`config.mk`:
```
export PLATFORM = sky130hd
export DESIGN_NAME = hilo_div_ctrl_flat
export DESIGN_NICKNAME = d
export VERILOG_FILES = /design/src/rtl/hilo_div_if.sv /design/src/rtl/hilo_div_ctrl.sv /design/src/flat_wrapper.sv
export SDC_FILE = /design/constraint.sdc
export NUM_CORES = 1
export LEC_CHECK = 0
export ABC_AREA = 1
export ABC_CLOCK_PERIOD_IN_PS = 8800
export CAP_MARGIN = 20
export CORE_MARGIN = 1
export CORE_UTILIZATION = 61
export CTS_CLUSTER_DIAMETER = 150
export DETAILED_ROUTE_END_ITERATION = 8
export GPL_ROUTABILITY_DRIVEN = 0
export PLACE_DENSITY = 0.95
export SLEW_MARGIN = 0
export SYNTH_ARGS = -nofsm -noshare
export SYNTH_HDL_FRONTEND = slang
export SYNTH_SLANG_ARGS = --single-unit
export TNS_END_PERCENT = 5
```
`constraint.sdc`:
```
create_clock -name clk -period 8.8 [get_ports clk]
set_input_delay 1.76 -clock clk [delete_from_list [all_inputs] [get_ports clk]]
set_output_delay 1.76 -clock clk [all_outputs]
set_load 0.005 [all_outputs]
```
`src/rtl/hilo_div_if.sv`:
```
// hilo_div_if: EX <-> divider handshake and result bundle.
//   master (EX side)      : drives start_i, signed_i, annul_i, opdata1_i, opdata2_i;
//                           receives stall_o, ready_o, hilo_we_o, hi_o, lo_o.
//   slave  (divider side) : the mirror image.
// WIDTH is the operand width; it must match the divider's WIDTH.
interface hilo_div_if #(
  parameter int WIDTH = 32
);
  logic             start_i;
  logic             signed_i;
  logic             annul_i;
  logic [WIDTH-1:0] opdata1_i;
  logic [WIDTH-1:0] opdata2_i;
  logic             stall_o;
  logic             ready_o;
  logic             hilo_we_o;
  logic [WIDTH-1:0] hi_o;
  logic [WIDTH-1:0] lo_o;

  modport master (
    output start_i, signed_i, annul_i, opdata1_i, opdata2_i,
    input  stall_o, ready_o, hilo_we_o, hi_o, lo_o
  );

  modport slave (
    input  start_i, signed_i, annul_i, opdata1_i, opdata2_i,
    output stall_o, ready_o, hilo_we_o, hi_o, lo_o
  );
endinterface

```
`src/rtl/hilo_div_ctrl.sv`:
```
// hilo_div_ctrl: iterative restoring divider sequencing the HI/LO register pair.
// One quotient bit is produced per cycle while the EX pipeline is stalled.
// The remainder is presented on hi_o and the quotient on lo_o, with a single
// hilo_we_o pulse on the first cycle the result is valid.
//
// Ports:
//   clk  - clock, rising edge
//   rst  - asynchronous active-low reset
//   bus  - hilo_div_if.slave: start_i/signed_i/annul_i/opdata1_i/opdata2_i in,
//          stall_o/ready_o/hilo_we_o/hi_o/lo_o out
//
// Build option: define HILO_DIV_SIGNED_EN to honour signed_i (DIV). Without it
// every divide is unsigned (DIVU) and signed_i is ignored.
module hilo_div_ctrl #(
  parameter int WIDTH = 32
) (
  input logic        clk,
  input logic        rst,
  hilo_div_if.slave  bus
);

  localparam int CNT_W = $clog2(WIDTH) + 1;

  typedef enum logic [1:0] {
    ST_FREE    = 2'd0,
    ST_DIVZERO = 2'd1,
    ST_ON      = 2'd2,
    ST_END     = 2'd3
  } state_t;

  state_t           state;
  logic [CNT_W-1:0] cnt;
  logic             ready_r;
  logic             we_r;
  logic [WIDTH-1:0] hi_r;
  logic [WIDTH-1:0] lo_r;

  // Datapath: dvd shifts dividend bits out of its MSB while quotient bits
  // shift into its LSB, so after WIDTH steps it holds the raw quotient.
  logic [WIDTH-1:0] dvd;
  logic [WIDTH-1:0] dvs;
  logic [WIDTH-1:0] rem;
  logic [WIDTH-1:0] orig_dvd;

  logic             accept;
  logic             busy;
  logic             last_step;
  logic [WIDTH:0]   diff;
  logic             q_bit;
  logic [WIDTH-1:0] rem_nxt;
  logic [WIDTH-1:0] quo_nxt;
  logic [WIDTH-1:0] q_fin;
  logic [WIDTH-1:0] r_fin;

`ifdef HILO_DIV_SIGNED_EN
  logic neg_q;
  logic neg_r;

  function automatic logic [WIDTH-1:0] neg_val(input logic [WIDTH-1:0] x);
    return ~x + 1'b1;
  endfunction

  function automatic logic [WIDTH-1:0] abs_val(input logic signed [WIDTH-1:0] x);
    return x[WIDTH-1] ? neg_val(x) : x;
  endfunction
`else
  logic unused_signed;
  assign unused_signed = bus.signed_i;
`endif

  // rst is folded in so stall_o reads 0 the instant reset is applied, even
  // while EX still holds start_i.
  assign accept    = rst & (state == ST_FREE) & bus.start_i & ~bus.annul_i;
  assign busy      = (state == ST_ON) || (state == ST_DIVZERO);
  assign bus.stall_o = accept | (rst & busy & ~bus.annul_i);

  // One restoring step: shifted remainder minus divisor, borrow decides the bit.
  assign last_step = (cnt == CNT_W'(WIDTH - 1));
  assign diff      = {rem, dvd[WIDTH-1]} - {1'b0, dvs};
  assign q_bit     = ~diff[WIDTH];
  assign rem_nxt   = q_bit ? diff[WIDTH-1:0] : {rem[WIDTH-2:0], dvd[WIDTH-1]};
  assign quo_nxt   = {dvd[WIDTH-2:0], q_bit};

`ifdef HILO_DIV_SIGNED_EN
  // Quotient negative when signs differ; remainder follows the dividend.
  assign q_fin = neg_q ? neg_val(quo_nxt) : quo_nxt;
  assign r_fin = neg_r ? neg_val(rem_nxt) : rem_nxt;
`else
  assign q_fin = quo_nxt;
  assign r_fin = rem_nxt;
`endif

  assign bus.ready_o   = ready_r;
  assign bus.hilo_we_o = we_r;
  assign bus.hi_o      = hi_r;
  assign bus.lo_o      = lo_r;

  // Control sequencer and result registers.
  always_ff @(posedge clk or negedge rst) begin
    if (!rst) begin
      state   <= ST_FREE;
      cnt     <= '0;
      ready_r <= 1'b0;
      we_r    <= 1'b0;
      hi_r    <= '0;
      lo_r    <= '0;
    end else begin
      we_r <= 1'b0;
      case (state)
        ST_FREE: begin
          if (accept) begin
            cnt   <= '0;
            state <= (bus.opdata2_i == '0) ? ST_DIVZERO : ST_ON;
          end
        end
        ST_ON: begin
          if (bus.annul_i) begin
            state <= ST_FREE;
          end else begin
            cnt <= cnt + 1'b1;
            if (last_step) begin
              state   <= ST_END;
              ready_r <= 1'b1;
              we_r    <= 1'b1;
              hi_r    <= r_fin;
              lo_r    <= q_fin;
            end
          end
        end
        ST_DIVZERO: begin
          if (bus.annul_i) begin
            state <= ST_FREE;
          end else begin
            state   <= ST_END;
            ready_r <= 1'b1;
            we_r    <= 1'b1;
            hi_r    <= orig_dvd;
            lo_r    <= '1;
          end
        end
        ST_END: begin
          // Result holds while EX keeps start_i high; new requests wait for FREE.
          if (bus.annul_i || !bus.start_i) begin
            state   <= ST_FREE;
            ready_r <= 1'b0;
          end
        end
        default: state <= ST_FREE;
      endcase
    end
  end

  // Operand capture and iteration.
  always_ff @(posedge clk) begin
    if (accept) begin
      orig_dvd <= bus.opdata1_i;
      rem      <= '0;
`ifdef HILO_DIV_SIGNED_EN
      if (bus.signed_i) begin
        dvd   <= abs_val($signed(bus.opdata1_i));
        dvs   <= abs_val($signed(bus.opdata2_i));
        neg_q <= bus.opdata1_i[WIDTH-1] ^ bus.opdata2_i[WIDTH-1];
        neg_r <= bus.opdata1_i[WIDTH-1];
      end else begin
        dvd   <= bus.opdata1_i;
        dvs   <= bus.opdata2_i;
        neg_q <= 1'b0;
        neg_r <= 1'b0;
      end
`else
      dvd <= bus.opdata1_i;
      dvs <= bus.opdata2_i;
`endif
    end else if (state == ST_ON) begin
      rem <= rem_nxt;
      dvd <= quo_nxt;
    end
  end

endmodule

```
`src/flat_wrapper.sv`:
```
// flat-port wrapper written by rule: the top's interface ports become plain ports
module hilo_div_ctrl_flat 
#(
  parameter int WIDTH = 32
)
  (clk, rst, bus_start_i, bus_signed_i, bus_annul_i, bus_opdata1_i, bus_opdata2_i, bus_stall_o, bus_ready_o, bus_hilo_we_o, bus_hi_o, bus_lo_o);
  hilo_div_if #(.WIDTH(WIDTH)) bus_i ();
  input logic clk;
  input logic rst;
  input wire logic [$bits(bus_i.start_i)-1:0] bus_start_i;
  input wire logic [$bits(bus_i.signed_i)-1:0] bus_signed_i;
  input wire logic [$bits(bus_i.annul_i)-1:0] bus_annul_i;
  input wire logic [$bits(bus_i.opdata1_i)-1:0] bus_opdata1_i;
  input wire logic [$bits(bus_i.opdata2_i)-1:0] bus_opdata2_i;
  output wire logic [$bits(bus_i.stall_o)-1:0] bus_stall_o;
  output wire logic [$bits(bus_i.ready_o)-1:0] bus_ready_o;
  output wire logic [$bits(bus_i.hilo_we_o)-1:0] bus_hilo_we_o;
  output wire logic [$bits(bus_i.hi_o)-1:0] bus_hi_o;
  output wire logic [$bits(bus_i.lo_o)-1:0] bus_lo_o;
  assign bus_i.start_i = bus_start_i;
  assign bus_i.signed_i = bus_signed_i;
  assign bus_i.annul_i = bus_annul_i;
  assign bus_i.opdata1_i = bus_opdata1_i;
  assign bus_i.opdata2_i = bus_opdata2_i;
  assign bus_stall_o = bus_i.stall_o;
  assign bus_ready_o = bus_i.ready_o;
  assign bus_hilo_we_o = bus_i.hilo_we_o;
  assign bus_hi_o = bus_i.hi_o;
  assign bus_lo_o = bus_i.lo_o;
  hilo_div_ctrl #(.WIDTH(WIDTH)) u_core (.clk(clk), .rst(rst), .bus(bus_i));
endmodule
```
# After elaboration in Yosys (flattened, before gate mapping)
# Cells that the tools add are included.
# op_classes
bitwise	8
n_reduce_logical	13
eq_ne	10
n_mux	30
addsub	2
# op_table
operator	count
$mux 32	9
$pmux 32 s2	2
$sub 33x32->33	1
$logic_not 32->1	1
$mux 2	6
$mux 6	2
$pmux 6 s2	1
$pmux 2 s4	1
$mux 1	7
$add 6x1->6 const B	1
$eq 6x5->1 const B	1
$ne 2x1->1 const B	3
$reduce_and 3->1	2
$reduce_bool 2->1	3
$and 1x1->1	5
$reduce_and 5->1	1
$eq 2x2->1 const B	2
$ne 2x2->1 const B	2
$reduce_and 4->1	1
$ne 3x2->1 const B	1
$pmux 1 s3	1
$reduce_bool 3->1	1
$eq 2x1->1 const B	1
$logic_not 2->1	1
5 further kinds	7
# word_totals
in_bits	69
elab_cells	73
regBits	202
out_inout_bits	67

# Logic depth before layout (Yosys ltp)
# depth
depth_word	6
ltp_mapped	19
ltp_nobuf	18

# Worst setup path before layout
# Ideal clock, no wire load.
# synth_path
path_kind	input to register
startpoint	in bus_start_i
endpoint	reg u_core.dvd[22], data pin
stages	7
n_path_buf	2
setup_ns	0.357
t_arrival_ns	4.480
slack_ns	3.964
required_ns	8.443
path_cell_list	inv_1 -> nor2_1 -> nand3_1 -> inv_1 -> clkbuf_1 -> clkbuf_1 -> o21ai_0
# synth_via
elab_chain_len	3
# synth_rtl
element	line	rtl
start: declaration	flat_wrapper.sv:10	input wire logic [$bits(bus_i.start_i)-1:0] bus_start_i;
$and 1x1->1 (2 in a row)	hilo_div_ctrl.sv:73	assign accept = rst & (state == ST_FREE) & bus.start_i & ~bus.annul_i;
named net u_core.accept	hilo_div_ctrl.sv:45	logic accept;
$mux 32	hilo_div_ctrl.sv:155	if (accept) begin
end signal: assignment	hilo_div_ctrl.sv:171	dvd <= bus.opdata1_i;
end signal: assignment	hilo_div_ctrl.sv:176	dvd <= quo_nxt;
end: declaration	hilo_div_ctrl.sv:40	logic [WIDTH-1:0] dvd;
# The timed path passes the listed nets, and every way through them passes these cells.
# A chain may end at the register's enable or synchronous reset.

# Worst setup path in the final report
# layout_path
startpoint	in rst
endpoint	out bus_stall_o
# layout_via
elab_chain_len	4
word_cells_on_any_way	6
cone_classes	6 x bitwise
# layout_rtl
element	line	rtl
start: declaration	flat_wrapper.sv:9	input logic rst;
$and 1x1->1 (3 in a row)	hilo_div_ctrl.sv:73	
$or 1x1->1 (*)	hilo_div_ctrl.sv:75	assign bus.stall_o = accept | (rst & busy & ~bus.annul_i);
end: declaration	flat_wrapper.sv:15	output wire logic [$bits(bus_i.stall_o)-1:0] bus_stall_o;
# Mark *: on every way between the ends. The rest lies on a longest branch, timed or not.

==> impl_results.md <==
- Status: finished, final reports clean
- Share of power burned in registers: 33.9%
- Clock Sinks: 202
- Final instance area: 13100 um2
- Hold WC Path Type: register to register
- Die H: 136 um
- Power per cell area: 334 nW/um2
- Internal power: 2560 uW
- Synth cell types: 36
- Pre-CTS setup slack: 3.53 ns
- WP data arrival: 3.45 ns
- ANT cells: 0
- CP Launch Type: input port
- Share of power burned in combinational logic: 46.8%
- YS warnings: 0
- Max H-tree Level: 1
- Sw Ratio: 41.6%
- Total gr overflow: 0
- Synth Area per Inst: 7.54 um2
- Relative slew slack: 30.0%
- DR vias: 10276
- Hold slack: 0.479 ns
- # setup viols final: 0
- Area growth syn-to-layout: 19.5%
- # DRC: 0
- Setup TNS: 0 ns
- Share of the synthesized area in the top cell type: 26.2%
- # nets final: 1687
- Synth area leaders: edfxtp_1 (26%), nand2_1 (19%), dfrtp_1 (17%), inv_1 (7.3%), dfxtp_1 (5.8%)
- Row count: 48
- NetSw: 1830 uW
- First-pass GRT wire length: 47.7 mm
- Die X: 136 um
- Largest net degree at the start of global routing: 102
- Final setup margin: 3.59 ns
- Total Wirelength: 30.0 mm
- Critical Path RT: 7.04 ns
- Max-cap violation count: 0
- WS Path Type: input port to output port
- Postcts setup bufs: 0
- #FFs+latches synth: 202
- RSZ-0062 raised after global routing: false
- Clk pwr share: 19.2%
- Core area: 17500 um2
- Fill count: 1077
- Dpl cell area: 12500 um2
- Number of flops mapped to enable cells by yosys: 96
- DR vias/cell: 5.65
- Most numerous cell in the Yosys netlist: nand2_1
- Clk slew on worst S/H paths: 0.06 ns
- Starting Density: 62.9%
- Initial antenna violation count: 0
- Vias in the first global route: 10072
- CTS tree: done
- Hpwl dp: 20.5 mm
- Skew final: 0.0214 ns
- Overall Global Routing Usage: 32.9%
- Crit Path Max Fanout: 76
- Final antenna-violating net count: 0
- IO Count: 136
- Min Tclk post-route: 5.21 ns
- Mapped Cells: 1458
- Synth cell count leaders: nand2_1 (545), inv_1 (215), nor2_1 (147), edfxtp_1 (96), nand3_1 (91)
- Final max-slew violation count: 0
- Drt first pass iters: 9
- Fmax: 192 MHz
- Post-synth top area cell: edfxtp_1
- Die area: 18600 um2
- Cell Area, Synth: 11000 um2
- Main synth FF type: edfxtp_1
- Ys async rst share: 36.6%
- Clock Tree Buf Depth: 3
- Average wire per standard cell: 16.5 um
- Clock latency on the worst-skew pair: 0.50 ns
- Root cell of the clock tree: clkbuf_16
- Crit end category: output port
- Cts repair resizes: 0
- Final Hold Viols: 0
- Synthesized Nets: 1565
- Register area share after synthesis: 48.9%
- Fraction of layout cells with a size suffix above 1: 4.20%
- Final Cycle Share: 59.1%
- Worst Tran Pin Value: 1.05 ns
- Hold_buf cts: 0
- Leak Pwr: 0.00660 uW
- Number of DRC markers in iteration 0: 1266
- IR drop worst, VDD: 0.209 mV
- # port buffers: 134
- CTS buffer count: 21
-- cell type report --
type                            count  area (um2)  area share (%)
Clock buffer                       27         568            4.32
Clock inverter                     10        77.6           0.590
Inverter                          216         813            6.19
Multi-Input combinational cell    997        4610            35.1
Sequential cell                   202        5380            40.9
Tap cell                          225         282            2.14
Timing Repair Buffer              142        1420            10.8
-- cells by family (layout without fill, tap and decap cells) --
| logic type | count (synthesis) | after routing | synth area share [%] |
|---|---|---|---|
| flip-flops | 202 | 202 | 48.9 |
| AO/OA/AOI/OAI | 111 | 111 | 5.26 |
| XOR/XNOR | 15 | 15 | 1.19 |
| AND/OR/NAND/NOR | 833 | 833 | 31.0 |
| buffers and inverters | 259 | 395 | 9.27 |
| adder cells (fa/ha/maj) | 38 | 38 | 4.39 |
-- per-layer routing --
| metal | track usage (%) | routed length (um) | up-vias |
|---|---|---|---|
| li1 | - | - | 4796 |
| met1 | 40.5 | 11200 | 4698 |
| met2 | 55.7 | 14200 | 642 |
| met3 | 6.34 | 3180 | 140 |
| met4 | 15.4 | 1350 | 0 |
| met5 | 0 | 0 | - |
-- power groups by stage --
stage	Sequential [uW]	Clock, uW	Combinational (uW)
after CTS	1480	849	1990
after detailed placement	1490	0	1940
final	1490	844	2050
after global placement	1480	0	1860
after floorplan	1460	0	1260
after global routing	1510	878	2260
-- per-stage QoR --
stage	util, %	power [uW]	cells
floorplan	-	2720	1458
global placement	71.3	3340	1781
detailed placement	71.3	3430	1781
CTS	75.0	4320	1818
global route	75.2	4640	1819
finish	75.2	4390	1819
-- state kept, by name, indices dropped and copies added, names as in the netlist --
| signal | cells |
|---|---|
| u_core.bus.hilo_we_o | 1 |
| u_core.state | 2 |
| u_core.orig_dvd | 32 |
| u_core.bus.hi_o | 32 |
| u_core.cnt | 6 |
| u_core.dvd | 32 |
| u_core.bus.ready_o | 1 |
| u_core.rem | 32 |
| u_core.bus.lo_o | 32 |
| u_core.dvs | 32 |
-- final timing paths --
path	from	to	slack, ns	cells after the start
worst max-delay path	rst	bus_stall_o	3.59	4
worst min-delay path	u_core.rem[8]	u_core.rem[8]	0.48	2
worst max register to register	u_core.dvs[0]	u_core.bus.hi_o[10]	5.13	17
worst min register to register	u_core.rem[8]	u_core.rem[8]	0.48	2
max in group asynchronous	rst	u_core.bus.lo_o[18]	6.70	1
min in group asynchronous	rst	u_core.bus.lo_o[5]	1.41	1
-- placed cells by master, fill, tap and decap left out, types with 2 or more instances in the layout --
cell,synthesis,routed
nor2_4,2,2
o21bai_1,4,4
nor3_1,7,7
nor2_1,147,147
a21oi_1,59,59
clkdlybuf4s50_1,0,133
xnor2_1,2,2
nand3_2,12,12
edfxtp_1,96,96
xor2_1,13,13
clkbuf_16,0,21
ha_1,37,37
clkinv_1,0,3
nand2_2,7,8
dfrtp_1,74,74
nand4_1,10,10
clkinv_2,0,4
nand2_1,545,544
nand3_1,91,91
dfxtp_1,32,32
inv_1,215,213
nor2_2,2,2
clkbuf_8,0,2
inv_2,1,2
buf_4,3,8
o21ai_0,42,42
nor4_1,8,8
clkbuf_1,27,4
-- worst max-delay path, stage by stage --
cell and delay (ns):
buf_4 0.73, nand3_1 0.31, nand2_1 0.13, clkdlybuf4s50_1 0.50
Power figures use the tool's default switching activity.
